==> src/rtl/wb_commit_stage.sv <==
// ---------------------------------------------------------------------------
// wb_commit_stage
//
// Registered write-back / commit stage sitting between MEM and the GPR/CSR
// register files. One MEM result is captured per valid/ready handshake and
// presented for exactly one cycle. In that cycle the stage drives the write
// strobes, the forwarding data, the commit pulse and the halt status.
//
// For loads, the stage extracts the addressed lane from the naturally
// aligned memory word. It then sign- or zero-extends that lane to XLEN.
// A system-halt op latches the stage into HALTED. Only reset leaves HALTED.
//
// Optional feature macro: WB_PERF_CNT_EN
//   When defined, the build adds the PERF_W parameter and the WB_o_commit_cnt
//   port. That port is a free-running retired-instruction counter.
//
// Ports
//   clk, rst_n                     clock, async active-low reset
//   WB_i_valid / WB_o_ready        input handshake
//   WB_i_pc, WB_i_inst             PC / instruction of the incoming op
//   WB_i_ALU_ALUout                ALU result (low bits = load byte offset)
//   WB_i_ALU_CSR_out               CSR write data
//   WB_i_rdata                     aligned memory word for loads
//   WB_i_load_type                 load funct3
//   WB_i_rd, WB_i_csr_rd           destination indices
//   WB_i_write_gpr/_csr, WB_i_mem_to_reg, WB_i_system_halt   control
//   WB_o_rf_busW, WB_o_csr_busW    write data
//   WB_o_rd, WB_o_csr_rd           registered indices
//   WB_o_RegWr, WB_o_CSRWr         one-cycle write strobes
//   WB_o_fwd_valid                 WB_o_rf_busW is valid forwarding data
//   WB_o_commit                    one-cycle retire pulse
//   WB_o_pc, WB_o_inst             retiring op
//   WB_o_system_halt               sticky halt
//   WB_o_misalign                  retiring load was misaligned
//   WB_o_commit_cnt                retire counter (WB_PERF_CNT_EN only)
// ---------------------------------------------------------------------------
module wb_commit_stage #(
    parameter int XLEN   = 32,
    parameter int GPR_AW = 5,
    parameter int CSR_AW = 2
`ifdef WB_PERF_CNT_EN
    ,
    parameter int PERF_W = 32
`endif
) (
    input  logic              clk,
    input  logic              rst_n,
    input  logic              WB_i_valid,
    output logic              WB_o_ready,
    input  logic [31:0]       WB_i_pc,
    input  logic [31:0]       WB_i_inst,
    input  logic [XLEN-1:0]   WB_i_ALU_ALUout,
    input  logic [XLEN-1:0]   WB_i_ALU_CSR_out,
    input  logic [XLEN-1:0]   WB_i_rdata,
    input  logic [2:0]        WB_i_load_type,
    input  logic [GPR_AW-1:0] WB_i_rd,
    input  logic [CSR_AW-1:0] WB_i_csr_rd,
    input  logic              WB_i_write_gpr,
    input  logic              WB_i_write_csr,
    input  logic              WB_i_mem_to_reg,
    input  logic              WB_i_system_halt,
    output logic [XLEN-1:0]   WB_o_rf_busW,
    output logic [XLEN-1:0]   WB_o_csr_busW,
    output logic [GPR_AW-1:0] WB_o_rd,
    output logic [CSR_AW-1:0] WB_o_csr_rd,
    output logic              WB_o_RegWr,
    output logic              WB_o_CSRWr,
    output logic              WB_o_fwd_valid,
    output logic              WB_o_commit,
    output logic [31:0]       WB_o_pc,
    output logic [31:0]       WB_o_inst,
    output logic              WB_o_system_halt,
    output logic              WB_o_misalign
`ifdef WB_PERF_CNT_EN
    ,
    output logic [PERF_W-1:0] WB_o_commit_cnt
`endif
);

    localparam int OFFW = $clog2(XLEN / 8);

    typedef enum logic {
        RUN    = 1'b0,
        HALTED = 1'b1
    } state_t;

    state_t            r_state;
    state_t            w_nextState;

    logic              r_validQ;
    logic              r_haltQ;
    logic [31:0]       r_pcQ;
    logic [31:0]       r_instQ;
    logic [XLEN-1:0]   r_aluOutQ;
    logic [XLEN-1:0]   r_csrOutQ;
    logic [XLEN-1:0]   r_rdataQ;
    logic [2:0]        r_loadTypeQ;
    logic [GPR_AW-1:0] r_rdQ;
    logic [CSR_AW-1:0] r_csrRdQ;
    logic              r_writeGprQ;
    logic              r_writeCsrQ;
    logic              r_memToRegQ;

    logic              w_accept;
    logic              w_retireHalt;
    logic [OFFW-1:0]   w_off;
    logic [XLEN-1:0]   w_shifted;
    logic [XLEN-1:0]   w_extracted;
    logic              w_misRaw;

    assign w_retireHalt = r_validQ & r_haltQ;
    assign WB_o_ready   = (r_state == RUN) & ~w_retireHalt;
    assign w_accept     = WB_i_valid & WB_o_ready;

    // The stage leaves RUN in the cycle the halt op retires.
    // No event other than reset brings it back to RUN.
    always_comb begin
        w_nextState = r_state;
        if (r_state == RUN && w_retireHalt) begin
            w_nextState = HALTED;
        end
    end

    always_ff @(posedge clk or negedge rst_n) begin
        if (!rst_n) begin
            r_state <= RUN;
        end else begin
            r_state <= w_nextState;
        end
    end

    // Single-entry pipeline register. The entry always drains after one
    // cycle, so valid drops whenever nothing new is accepted.
    always_ff @(posedge clk or negedge rst_n) begin
        if (!rst_n) begin
            r_validQ    <= 1'b0;
            r_haltQ     <= 1'b0;
            r_pcQ       <= '0;
            r_instQ     <= '0;
            r_aluOutQ   <= '0;
            r_csrOutQ   <= '0;
            r_rdataQ    <= '0;
            r_loadTypeQ <= '0;
            r_rdQ       <= '0;
            r_csrRdQ    <= '0;
            r_writeGprQ <= 1'b0;
            r_writeCsrQ <= 1'b0;
            r_memToRegQ <= 1'b0;
        end else if (w_accept) begin
            r_validQ    <= 1'b1;
            r_haltQ     <= WB_i_system_halt;
            r_pcQ       <= WB_i_pc;
            r_instQ     <= WB_i_inst;
            r_aluOutQ   <= WB_i_ALU_ALUout;
            r_csrOutQ   <= WB_i_ALU_CSR_out;
            r_rdataQ    <= WB_i_rdata;
            r_loadTypeQ <= WB_i_load_type;
            r_rdQ       <= WB_i_rd;
            r_csrRdQ    <= WB_i_csr_rd;
            r_writeGprQ <= WB_i_write_gpr;
            r_writeCsrQ <= WB_i_write_csr;
            r_memToRegQ <= WB_i_mem_to_reg;
        end else begin
            r_validQ    <= 1'b0;
        end
    end

    // Load lane extraction. The byte offset shifts the addressed lane down
    // to bit 0. The lane is then extended to XLEN. The size casts of signed
    // lanes sign-extend, and the casts of unsigned lanes zero-extend.
    // For XLEN=32, LD and LWU behave exactly like LW.
    always_comb begin
        w_off       = r_aluOutQ[OFFW-1:0];
        w_shifted   = r_rdataQ >> {w_off, 3'b000};
        w_extracted = XLEN'($signed(w_shifted[31:0]));
        w_misRaw    = (w_off[1:0] != 2'b00);
        case (r_loadTypeQ)
            3'b000: begin
                w_extracted = XLEN'($signed(w_shifted[7:0]));
                w_misRaw    = 1'b0;
            end
            3'b001: begin
                w_extracted = XLEN'($signed(w_shifted[15:0]));
                w_misRaw    = w_off[0];
            end
            3'b011: begin
                if (XLEN == 64) begin
                    w_extracted = r_rdataQ;
                    w_misRaw    = (w_off != '0);
                end
            end
            3'b100: begin
                w_extracted = XLEN'(w_shifted[7:0]);
                w_misRaw    = 1'b0;
            end
            3'b101: begin
                w_extracted = XLEN'(w_shifted[15:0]);
                w_misRaw    = w_off[0];
            end
            3'b110: begin
                w_extracted = XLEN'(w_shifted[31:0]);
            end
            default: begin
            end
        endcase
    end

    // A misaligned load still retires and still strobes, but it writes zero.
    assign WB_o_rf_busW     = r_memToRegQ ? (w_misRaw ? '0 : w_extracted) : r_aluOutQ;
    assign WB_o_misalign    = r_validQ & r_memToRegQ & w_misRaw;
    assign WB_o_csr_busW    = r_csrOutQ;
    assign WB_o_rd          = r_rdQ;
    assign WB_o_csr_rd      = r_csrRdQ;
    assign WB_o_RegWr       = r_validQ & r_writeGprQ & (r_rdQ != '0);
    assign WB_o_CSRWr       = r_validQ & r_writeCsrQ;
    assign WB_o_fwd_valid   = WB_o_RegWr;
    assign WB_o_commit      = r_validQ;
    assign WB_o_pc          = r_pcQ;
    assign WB_o_inst        = r_instQ;
    assign WB_o_system_halt = (r_state == HALTED) | w_retireHalt;

`ifdef WB_PERF_CNT_EN
    // Retire counter. It wraps naturally modulo 2^PERF_W.
    logic [PERF_W-1:0] r_commitCnt;

    always_ff @(posedge clk or negedge rst_n) begin
        if (!rst_n) begin
            r_commitCnt <= '0;
        end else if (r_validQ) begin
            r_commitCnt <= r_commitCnt + 1'b1;
        end
    end

    assign WB_o_commit_cnt = r_commitCnt;
`endif

endmodule

==> config.mk <==
export PLATFORM = sky130hd
export DESIGN_NAME = wb_commit_stage
export DESIGN_NICKNAME = d
export VERILOG_FILES = /design/src/rtl/wb_commit_stage.sv
export SDC_FILE = /design/constraint.sdc
export NUM_CORES = 1
export LEC_CHECK = 0
export BUFFER_PORTS_ARGS = -buffer_cell sky130_fd_sc_hd__buf_2
export CAP_MARGIN = 20
export CORE_MARGIN = 10
export CORE_UTILIZATION = 52
export CTS_CLUSTER_SIZE = 20
export DETAILED_ROUTE_END_ITERATION = 10
export GPL_TIMING_DRIVEN = 0
export MAX_ROUTING_LAYER = met4
export PLACE_DENSITY = 0.92
export RECOVER_POWER = 25
export SKIP_CTS_REPAIR_TIMING = 1
export SYNTH_ARGS = -nofsm -noshare
export SYNTH_HDL_FRONTEND = slang
export SYNTH_SLANG_ARGS = --single-unit
==> constraint.sdc <==
create_clock -name clk -period 4.2 [get_ports clk]
set_input_delay 0.84 -clock clk [delete_from_list [all_inputs] [get_ports clk]]
set_output_delay 0.84 -clock clk [all_outputs]
set_load 0.1 [all_outputs]
== Yosys cells after proc, flatten, opt, wreduce, memory -nomap -nowiden ==
Cells that the tools add are included.
Storage, ports and cells
  bits of input ports: 177
  memory bits (read-only): 0
  bits in writable memories: 0
  register bits: 176
  memories: 0
  logic and storage cells: 40
  latch bits: 0
Cells by class
  bitwise gates (word level): 11
  multiplexer cells: 5
  div/mod/pow operators: 0
  eq/ne operators: 3
  $lt $le $gt $ge: 0
  add/sub/neg operators: 0
  multiply operators: 0
  reduce and logical (&&, ||, !) cells: 6
  shift-type cells: 1
Operator list (count)
  $pmux 32 s4: 1
  $mux 32: 2
  $shr 32x5->32: 1
  $and 1x1->1: 8
  $eq 3x3->1 const B: 2
  $reduce_bool 5->1: 1
  $reduce_or 2->1: 2
  $eq 3x1->1 const B: 1
  $logic_not 3->1: 1
  $not 1->1: 2
  $pmux 1 s2: 1
  $reduce_bool 2->1: 1
  $logic_and 1x1->1: 1
  $mux 1: 1
  $or 1x1->1: 1

== Longest topological paths before layout ==
  depth after elaboration: 5
  gate-level depth with buffers: 8

== Worst setup path after synthesis ==
Ideal clock, no wire load.
  kind: register -> output
  start point: register r_aluOutQ[0]
  end point: output port WB_o_rf_busW[15]
  cell stages (with the launch flop): 5
  arrival: 3270 ps
  buffers on the path: 1
  setup slack: 90 ps
  cells stage by stage: dfrtp_1 buf_2 a21oi_1 o21ai_2 o311ai_1
On the way
  longest elaborated chain between the ends: 4
RTL lines
  from (decl): line 94  | logic [XLEN-1:0] r_aluOutQ;
  from (signal assigned): line 154  | r_aluOutQ <= WB_i_ALU_ALUout;
  $shr 32x5->32 or $reduce_bool 2->1 (tied branches): line 174, 176
  $pmux 32 s4 or $pmux 1 s2 (tied branches): line 177  | case (r_loadTypeQ)
  $mux 32 (*) (2 in a row): line 209  | assign WB_o_rf_busW = r_memToRegQ ? (w_misRaw ? '0 : w_extracted) : r_aluOutQ;
  to (decl): line 62  | output logic [XLEN-1:0] WB_o_rf_busW,
Every way passes the cells marked *; elsewhere a longest branch is shown, timed or not.

== Worst setup path after layout ==
  start point: register r_aluOutQ[1]
  end point: output port WB_o_rf_busW[12]
The elaborated chain is that of the path after synthesis.

==> results.cfg <==
[status]
outcome = finished with violations
violations = max-capacitance violations, max-slew violations

[global_route]
grt-ovfl-total = 0
grt_use_total_pct = 23.4
grt_pass1_wl_um = 35600
grt_start_max_net_pins = 98
antenna_found_initial = 9
grt_pass1_vias = 6454

[sta]
setup_viol = 0
slew_violations = 97
hold_viol = 0
worstMarginPinSlew_ps = 2430
skew_ps = 15.4
timing.slew.headroom_pct = -61.7
fmax_mhz = 294
hold_ws_ps = 482
period_share_pct = 80.9
period_needed_ps = 3400
grt_setup_unrepaired = no

[hold_path]
min-delay-path-class = flip-flop to flip-flop

[floorplanning]
initial_core_util_pct = 53.4
ios = 319
core-area_mm2 = 0.0146
fp.dieW_um = 143
die_h_um = 143
die_area_mm2 = 0.0203
std_cell_rows = 44

[setup_path]
reg2reg_slack_ps = 2290
critPathKind = flip-flop to output pin
cp.required_ps = 3360
worst-endpoint-arrival_ps = 2560
critPathMostFrequentCell = buf_2
critPathBufInv = 3
critPathTopFamily = buffers and inverters
end_kind = output pin
slowest_delay_ps = 370
path_max_fanout = 10
slowest_stage = dfrtp_1
crit_path_start_kind = flip-flop
worstPathCellList = buf_4, buf_2, mux2i_1, nor2_1, a211oi_1, o22ai_1, buf_2

[route]
drt_iter0_markers = 377
wl_per_cell_um = 21.4
drtAntennaViolNets = 0
top_layer_used = met4
wl_met1_um = 8780
route.met3.wl_um = 2070
routed_wl_um = 23400
vias_per_cell = 5.21
wl_met2_um = 12200
firstDrtPassIters = 5
vias = 5692
drc = 0

[clock_tree]
cts_buffers = 17
h-tree-depth = 4
path_clk_slew_ps = 60
worstSkewPairLatency_ps = 430
cts_tree = done
clock_sinks = 176
cts_buffer_depth = 2
cts_root_buffer = clkbuf_16

[place]
io_buffers = 318
gp_congestion = 0.916
dp_hpwl_um = 18700

[yosys]
ys_seq_area_share_pct = 56.4
synth.avg_cell_area_um2 = 14.3
ys_seq_elements = 176
syn-instance-count = 548
yosysWarnings = 0
synth_cell_types = 38
synthesis.nets = 725
synth_area_mm2 = 0.00781

[cells_and_area]
final_nets = 1063
areaGrowthSynthToFinish_pct = 32.5
drive_gt1_share_pct = 61.6

[flow_run]
cap_violations = 1
## through the flow
step / setup slack [ps] / TNS (ps) / std cells / cell area, µm² / util, %
after global placement: -349 / -59200 / 1050 / 9640 / 65.8
after detailed placement: 1260 / 0 / 1051 / 9670 / 66.1
final: 804 / 0 / 1093 / 10400 / 70.7
after global routing: 633 / 0 / 1092 / 10400 / 70.7
after floorplan: 90.4 / 0 / 548 / 7810 / -
after CTS: 796 / 0 / 1083 / 10300 / 70.6
## state kept, by name, summed over array words and instances, names as in the netlist
name and count:
r_loadTypeQ 3, r_writeCsrQ 1, WB_o_csr_rd 2, r_rdataQ 32
WB_o_rd 5, r_state 1, r_writeGprQ 1, WB_o_csr_busW 32
r_memToRegQ 1, r_haltQ 1, r_aluOutQ 32, WB_o_inst 32
WB_o_commit 1, WB_o_pc 32
## layer usage
metal  vias up  global-route usage [%]
li1       2608                       -
met1      2778                    26.1
met2       275                    39.2
met3        31                    7.31
met4         0                    7.93
met5         -                       -
## synthesized netlist by cell type, drive strengths merged
| cell type | count | area share [%] |
|---|---|---|
| a211oi | 6 | 0.58 |
| a21o | 3 | 0.30 |
| a21oi | 24 | 1.5 |
| a221oi | 1 | 0.11 |
| a22o | 1 | 0.11 |
| and2 | 2 | 0.16 |
| and3 | 1 | 0.080 |
| and3b | 1 | 0.11 |
| buf | 28 | 3.2 |
| clkbuf | 5 | 0.24 |
| dfrtp | 176 | 56 |
| inv | 16 | 0.77 |
| mux2 | 167 | 28 |
| mux2i | 7 | 0.90 |
| mux4 | 1 | 0.29 |
| nand2 | 32 | 1.5 |
| nand2b | 4 | 0.32 |
| nand3 | 2 | 0.13 |
| nand4 | 1 | 0.080 |
| nor2 | 16 | 0.80 |
| nor2b | 16 | 1.4 |
| nor3 | 1 | 0.064 |
| nor3b | 2 | 0.19 |
| o21ai | 18 | 1.3 |
| o22ai | 14 | 1.1 |
| o311a | 1 | 0.13 |
| o311ai | 1 | 0.11 |
| or3 | 1 | 0.080 |
## layout make-up
class,count,area (µm²)
Antenna cell,10,25.0
Buffer,33,269
Tap cell,184,230
Sequential cell,176,4400
Clock inverter,14,229
Clock buffer,18,439
Fill cell,1018,4290
Multi-Input combinational cell,323,3080
Inverter,16,60.1
Timing Repair Buffer,319,1620
## cell families (layout without fill, tap and decap cells)
family / after synthesis / after routing / share of synthesized area (%)
DFF: 176 / 176 / 56.4
and+or+nand+nor: 79 / 79 / 4.93
buffers and inverters: 49 / 400 / 4.21
muxes: 175 / 175 / 29.1
AOI/OAI and AO/OA: 69 / 69 / 5.35
other: 0 / 10 / 0
## path summary, 6_finish.rpt
kind / depth (start not counted) / end / startpoint
hold reg to reg: 1 / r_state / r_state
setup reg to reg: 7 / WB_o_inst[3] / WB_o_commit
setup / recovery: 7 / WB_o_rf_busW[12] / r_aluOutQ[1]
max in group asynchronous: 1 / r_aluOutQ[20] / rst_n
min in group asynchronous: 1 / WB_o_pc[24] / rst_n
hold / removal: 1 / r_state / r_state
## placed cells by master (no fill, tap or decap), drive strengths merged, types with 2 or more instances in the layout
cell type	netlist	layout
mux2i	7	7
clkinv	0	7
a21o	3	3
o22ai	14	14
clkbuf	5	24
o21ai	18	18
nor2	16	16
mux2	167	167
nand3	2	2
and2	2	2
inv	16	18
bufinv	0	5
nand2b	4	4
buf	28	346
a211oi	6	6
nor3b	2	2
nor2b	16	16
dfrtp	176	176
diode	0	10
a21oi	24	24
nand2	32	32
Power is left out: the tool's default activity adds up to more than one toggle a clock period on the data nets, which glitch-free logic cannot reach.
